<file path="src/rtl/ccff_bitstream_loader_if.sv">
// Word stream from the PMU bitstream source into the CCFF loader.
// The source drives valid/data and the loader answers with ready.
interface ccff_bitstream_loader_if #(
    parameter int WORD_W = 32
);
    logic              s_valid;
    logic [WORD_W-1:0] s_data;
    logic              s_ready;

    modport master (output s_valid, output s_data, input s_ready);
    modport slave  (input s_valid, input s_data, output s_ready);
endinterface

</file>
<file path="src/rtl/ccff_bitstream_loader.sv">
// Serialises bitstream words MSB-first into a CCFF chain head, checks the looped-back
// marker bit on ccff_tail and releases IO isolation only after a clean load.
module ccff_bitstream_loader #(
    parameter int WORD_W    = 32,
    parameter int CHAIN_LEN = 64
) (
    input  logic                          prog_clk,
    input  logic                          pReset_N,
    input  logic                          start,
    ccff_bitstream_loader_if.slave        s,
    output logic                          ccff_head,
    output logic                          ccff_shift_en,
    input  logic                          ccff_tail,
    output logic                          IO_ISOL_N,
    output logic                          busy,
    output logic                          done,
    output logic                          error
);

    localparam int K_W   = $clog2(CHAIN_LEN + 2);
    localparam int IDX_W = $clog2(WORD_W + 1);
    localparam logic [K_W-1:0] K_CHECK = K_W'(CHAIN_LEN);
    localparam logic [K_W-1:0] K_LAST  = K_W'(CHAIN_LEN + 1);

    typedef enum logic [2:0] {
        S_IDLE,
        S_LOAD,
        S_SHIFT,
        S_DONE,
        S_ERR
    } state_t;

    state_t             state_q, state_d;
    logic [WORD_W-1:0]  sreg_q, sreg_d;
    logic [IDX_W-1:0]   idx_q, idx_d;
    logic [K_W-1:0]     k_q, k_d;
    logic               sample_q, sample_d;
    logic               s_ready_q, s_ready_d;
    logic               head_q, head_d;
    logic               shift_en_q, shift_en_d;
    logic               isol_n_q, isol_n_d;
    logic               busy_q, busy_d;
    logic               done_q, done_d;
    logic               error_q, error_d;

    logic [K_W-1:0]     k_inc;
    logic               tail_bad;

    assign k_inc = k_q + K_W'(1);

    // sample_q marks the cycle after a shift edge; tail must show 0 until the marker arrives at k = N.
    assign tail_bad = sample_q && (k_q <= K_CHECK) && (ccff_tail != (k_q == K_CHECK));

    always_comb begin
        state_d    = state_q;
        sreg_d     = sreg_q;
        idx_d      = idx_q;
        k_d        = k_q;
        sample_d   = shift_en_q;
        s_ready_d  = s_ready_q;
        head_d     = head_q;
        shift_en_d = shift_en_q;
        isol_n_d   = isol_n_q;
        busy_d     = busy_q;
        done_d     = 1'b0;
        error_d    = error_q | tail_bad;

        case (state_q)
            S_IDLE, S_DONE, S_ERR: begin
                if (start) begin
                    state_d   = S_LOAD;
                    k_d       = '0;
                    error_d   = 1'b0;
                    busy_d    = 1'b1;
                    isol_n_d  = 1'b0;
                    s_ready_d = 1'b1;
                end else if (state_q == S_DONE) begin
                    state_d = S_IDLE;
                end
            end

            S_LOAD: begin
                if (s.s_valid) begin
                    sreg_d     = s.s_data;
                    idx_d      = IDX_W'(WORD_W);
                    head_d     = s.s_data[WORD_W-1];
                    shift_en_d = 1'b1;
                    s_ready_d  = 1'b0;
                    state_d    = S_SHIFT;
                end
            end

            S_SHIFT: begin
                k_d    = k_inc;
                idx_d  = idx_q - IDX_W'(1);
                sreg_d = sreg_q << 1;
                if (k_inc == K_LAST) begin
                    shift_en_d = 1'b0;
                    head_d     = 1'b0;
                    busy_d     = 1'b0;
                    if (error_d) begin
                        state_d = S_ERR;
                    end else begin
                        state_d  = S_DONE;
                        done_d   = 1'b1;
                        isol_n_d = 1'b1;
                    end
                end else if (idx_q == IDX_W'(1)) begin
                    state_d    = S_LOAD;
                    shift_en_d = 1'b0;
                    head_d     = 1'b0;
                    s_ready_d  = 1'b1;
                end else begin
                    head_d = sreg_d[WORD_W-1];
                end
            end

            default: begin
                state_d = S_IDLE;
            end
        endcase
    end

    always_ff @(posedge prog_clk or negedge pReset_N) begin
        if (!pReset_N) begin
            state_q    <= S_IDLE;
            sreg_q     <= '0;
            idx_q      <= '0;
            k_q        <= '0;
            sample_q   <= 1'b0;
            s_ready_q  <= 1'b0;
            head_q     <= 1'b0;
            shift_en_q <= 1'b0;
            isol_n_q   <= 1'b0;
            busy_q     <= 1'b0;
            done_q     <= 1'b0;
            error_q    <= 1'b0;
        end else begin
            state_q    <= state_d;
            sreg_q     <= sreg_d;
            idx_q      <= idx_d;
            k_q        <= k_d;
            sample_q   <= sample_d;
            s_ready_q  <= s_ready_d;
            head_q     <= head_d;
            shift_en_q <= shift_en_d;
            isol_n_q   <= isol_n_d;
            busy_q     <= busy_d;
            done_q     <= done_d;
            error_q    <= error_d;
        end
    end

    assign s.s_ready     = s_ready_q;
    assign ccff_head     = head_q;
    assign ccff_shift_en = shift_en_q;
    assign IO_ISOL_N     = isol_n_q;
    assign busy          = busy_q;
    assign done          = done_q;
    assign error         = error_q;

endmodule

</file>
<file path="src/flat_wrapper.sv">
// flat-port wrapper written by rule: the top's interface ports become plain ports
module ccff_bitstream_loader_flat 
#(
    parameter int WORD_W    = 32,
    parameter int CHAIN_LEN = 64
)
  (prog_clk, pReset_N, start, ccff_head, ccff_shift_en, ccff_tail, IO_ISOL_N, busy, done, error, s_s_valid, s_s_data, s_s_ready);
  ccff_bitstream_loader_if #(.WORD_W(WORD_W)) s_i ();
  input  logic prog_clk;
  input  logic pReset_N;
  input  logic start;
  output logic ccff_head;
  output logic ccff_shift_en;
  input  logic ccff_tail;
  output logic IO_ISOL_N;
  output logic busy;
  output logic done;
  output logic error;
  input wire logic [$bits(s_i.s_valid)-1:0] s_s_valid;
  input wire logic [$bits(s_i.s_data)-1:0] s_s_data;
  output wire logic [$bits(s_i.s_ready)-1:0] s_s_ready;
  assign s_i.s_valid = s_s_valid;
  assign s_i.s_data = s_s_data;
  assign s_s_ready = s_i.s_ready;
  ccff_bitstream_loader #(.WORD_W(WORD_W), .CHAIN_LEN(CHAIN_LEN)) u_core (.prog_clk(prog_clk), .pReset_N(pReset_N), .start(start), .s(s_i), .ccff_head(ccff_head), .ccff_shift_en(ccff_shift_en), .ccff_tail(ccff_tail), .IO_ISOL_N(IO_ISOL_N), .busy(busy), .done(done), .error(error));
endmodule
</file>
<file path="config.mk">
export PLATFORM = sky130hd
export DESIGN_NAME = ccff_bitstream_loader_flat
export DESIGN_NICKNAME = d
export VERILOG_FILES = /design/src/rtl/ccff_bitstream_loader_if.sv /design/src/rtl/ccff_bitstream_loader.sv /design/src/flat_wrapper.sv
export SDC_FILE = /design/constraint.sdc
export NUM_CORES = 1
export LEC_CHECK = 0
export CAP_MARGIN = 20
export CELL_PAD_IN_SITES_DETAIL_PLACEMENT = 1
export CELL_PAD_IN_SITES_GLOBAL_PLACEMENT = 2
export CORE_MARGIN = 1
export CORE_UTILIZATION = 33
export DETAILED_ROUTE_END_ITERATION = 10
export GPL_ROUTABILITY_DRIVEN = 0
export PLACE_DENSITY = 0.92
export SYNTH_ARGS = -nofsm -noshare
export SYNTH_HDL_FRONTEND = slang
export SYNTH_SLANG_ARGS = --single-unit
export TNS_END_PERCENT = 100
</file>
<file path="constraint.sdc">
create_clock -name prog_clk -period 2 [get_ports prog_clk]
set_input_delay 0.2 -clock prog_clk [delete_from_list [all_inputs] [get_ports prog_clk]]
set_output_delay 0.2 -clock prog_clk [all_outputs]
set_load 0.02 [all_outputs]
</file>
==> flow_metrics.py <==
metrics = {
    "synthesis": {
        "synth.top_cells.by_area": "sky130_fd_sc_hd__dfrtp_1 (53%), sky130_fd_sc_hd__nand2_1 (11%), sky130_fd_sc_hd__a22oi_1 (8.6%)",
        "ys_async_sr_fraction": 1.00,
        "synthesis.nets": 313,
        "yosys.cell_count.top_type": "sky130_fd_sc_hd__nand2_1",
        "synthCells": 271,
        "synthesized_area_per_cell_um2": 9.61,
        "ys_ff_latch": 55,
        "syn-cell-area_um2": 2600,
        "yosys_most_used_dff": "sky130_fd_sc_hd__dfrtp_1",
        "synth.yosys.seq_area_share": 0.529,
        "synth_top_area_cell": "sky130_fd_sc_hd__dfrtp_1",
        "yosysWarnings": 0,
        "post_synth_num_cell_types": 47,
        "synth_top_cell_area_share": 0.529,
        "synth_enable_flop_cells": 0,
        "post_synth_most_frequent_cells": "sky130_fd_sc_hd__nand2_1 (76), sky130_fd_sc_hd__dfrtp_1 (55), sky130_fd_sc_hd__a22oi_1 (30)",
    },
    "layout": {
        "post-route-cell-area_um2": 3330,
        "fraction_of_final_layout_cells_with_drive_strength_greater_than_1": 0.115,
        "num-fill-cells": 896,
        "finish.net_count": 363,
        "areaGrowthSynthToFinish_pct": 27.8,
        "postLayoutCoreUtil": 0.433,
        "antennaDiodeCount": 0,
    },
    "worst_setup_path": {
        "crit_buf_inv": 0,
        "cpMaxStageDelayCell": "sky130_fd_sc_hd__dfrtp_2",
        "rr_endpoint": "u_core.s.s_ready",
        "critPathArrivalTime_ps": 2120,
        "worst-setup-path-type": "reg -> reg",
        "critPathLaunchType": "register",
        "timing.reg2reg.worst_path_depth": 6,
        "r2r-start": "u_core.k_q[1]",
        "timing.reg2reg.setup_slack_ps": 90,
        "timing.critical_path.to_type": "register",
        "family_of_cells_with_the_greatest_summed_delay_on_the_critical_path": "compound AO/OA/AOI/OAI gates",
        "critical-path-max-stage-delay_ps": 430,
        "worstPathCellList": "ha_2 > and3_2 > nand4_2 > a211oi_4 > nand3_1 > a22o_1",
        "crit_path_max_fanout": 6,
        "cp_launch_point": "u_core.k_q[1]",
        "worst-endpoint-required_ps": 2220,
    },
    "flow_run": {
        "cap_viol_max_count": 0,
    },
    "global_routing": {
        "overflow_left_after_global_routing": 0,
        "antenna_found_initial": 0,
        "grt_max_degree": 32,
        "grt_overall_usage": 0.168,
        "first_global_vias": 2273,
        "grt_pass1_wl_mm": 11.2,
    },
    "clock_tree": {
        "worst_skew_pair.late_latency_ps": 320,
        "tritoncts.num_buffers": 5,
        "clock-root-buffer": "sky130_fd_sc_hd__clkbuf_8",
        "cts.sinks": 55,
        "clock_tree.htree_level_count": 2,
        "clkTransAtPathRegs_ps": 100,
        "clockBufferDepth": 2,
        "cts_tree": "built",
    },
    "placed_design": {
        "numPortBuffers": 43,
        "place_area_um2": 3180,
        "dp.final_hpwl_mm": 4.63,
    },
    "routing": {
        "postRouteAntennaNets": 0,
        "route.vias.total": 2183,
        "per_cell_via_count_in_the_routed_design": 5.15,
        "firstDrtPassIters": 4,
        "drt_iter0_markers": 62,
        "route.final.wire_length_mm": 6.46,
        "routedWlPerCell_um": 15.2,
        "drc": 0,
    },
    "pwr": {
        "pwr-share-clk": 0.167,
        "total_leakage_power_nw": 1.50,
        "pwr_density_cell_nw_per_um2": 1250,
        "net-switching-power_mw": 1.64,
        "ir_worst_vdd_mv": 0.481,
        "internal_power_mw": 2.53,
        "sw_frac_of_total": 0.393,
        "comb_power_share": 0.393,
        "p_seq_frac": 0.440,
    },
    "floorplan": {
        "start_util": 0.339,
        "std_cell_rows": 32,
        "floorplan.die_area_um2": 8250,
        "horizontal_die_dimension_um": 90.8,
        "core_region_area_um2": 7690,
        "die-height_um": 90.8,
        "top_level_ports": 44,
    },
    "min_path": {
        "worstHoldPathType": "in -> async",
    },
    "timing": {
        "finalCriticalPeriod_ps": 1910,
        "finalClockSkew_ps": 3.36,
        "finalSetupViolations": 0,
        "slew-limit-headroom": 0.635,
        "period_share": 0.955,
        "transition_time_of_the_tightest_slew_check_pin_ps": 548,
        "grt_setup_unrepaired": "yes",
        "finalHoldViolCount": 0,
        "fmax_achieved_mhz": 524,
        "slew_viol_final": 0,
        "post_route_setup_tns_ps": 0,
    },
    "outcome": {
        "run_status": "complete, no violations",
    },
}
## logic make-up after synthesis
family,Yosys count,synth area share
adder cells (fa/ha/maj),5,0.0240
AND/OR/NAND/NOR,119,0.212
AO/OA/AOI/OAI,69,0.192
XOR/XNOR,1,0.00336
multiplexers,1,0.00384
buffers and inverters,21,0.0365
flip-flops,55,0.529
## metrics by stage
stage	hold WS, ps	cells	worst slack [ps]	total power [mW]
5_1_grt	397	424	-12.1	4.52
3_3_place_gp	171	412	140	3.38
3_5_place_dp	170	412	41.4	3.48
2_1_floorplan	-95.6	271	223	2.87
6_report	346	424	90.2	4.17
4_1_cts	365	421	20.4	4.19
## power groups by stage
stage               logic [mW]  registers, mW  clock network (mW)
floorplan                 1.07           1.80                   0
global placement          1.55           1.83                   0
detailed placement        1.63           1.85                   0
CTS                       1.63           1.84               0.724
global route              1.87           1.90               0.753
finish                    1.64           1.84               0.694
## worst max-delay path by stage
stage / endpoint / cells after the start / slack [ps]
final: u_core.s.s_ready / 6 / 90
after CTS: u_core.s.s_ready / 6 / 20
after detailed placement: u_core.s.s_ready / 6 / 40
after floorplan: u_core.s.s_ready / 6 / 220
after global routing: u_core.s.s_ready / 6 / -10
after global placement: u_core.s.s_ready / 6 / 140
## placed cells by master, fill, tap and decap left out, types with 5 or more instances in the layout
master | synthesis | layout
sky130_fd_sc_hd__a21oi_1 | 5 | 5
sky130_fd_sc_hd__a22oi_1 | 30 | 30
sky130_fd_sc_hd__buf_4 | 1 | 13
sky130_fd_sc_hd__clkbuf_8 | 0 | 6
sky130_fd_sc_hd__clkdlybuf4s50_1 | 0 | 42
sky130_fd_sc_hd__dfrtp_1 | 55 | 53
sky130_fd_sc_hd__inv_1 | 6 | 6
sky130_fd_sc_hd__nand2_1 | 76 | 76
sky130_fd_sc_hd__nand3_1 | 8 | 8
sky130_fd_sc_hd__nor2_1 | 10 | 9
sky130_fd_sc_hd__o21ai_0 | 13 | 13
## registers in the layout, indices dropped and copies added (netlist names), 3 cells and up
signal,flops
u_core.idx_q,6
u_core.k_q,7
u_core.sreg_q,31
u_core.state_q,3
## repair_timing
item                                    CTS  global route
setup buffers                             0             3
resized for setup                         0             4
hold buffers                              1             0
endpoints found under the hold margin    15             0
endpoints found under the setup margin    0             8
## layout make-up
class / count / area (um^2) / share of cell area
Clock buffer: 6 / 82.6 / 0.0248
Clock inverter: 2 / 20.0 / 0.00602
Inverter: 6 / 22.5 / 0.00677
Multi-Input combinational cell: 195 / 1140 / 0.344
Sequential cell: 55 / 1380 / 0.414
Tap cell: 102 / 128 / 0.0383
Timing Repair Buffer: 58 / 553 / 0.166
## metal layers
metal / share of wire / track usage / vias to the layer above
li1: - / - / 1055
met1: 0.47 / 0.230 / 1079
met2: 0.49 / 0.276 / 43
met3: 0.032 / 0.0286 / 6
met4: 0.0085 / 0.0437 / 0
met5: 0 / 0 / -
Power figures use the tool's default switching activity.
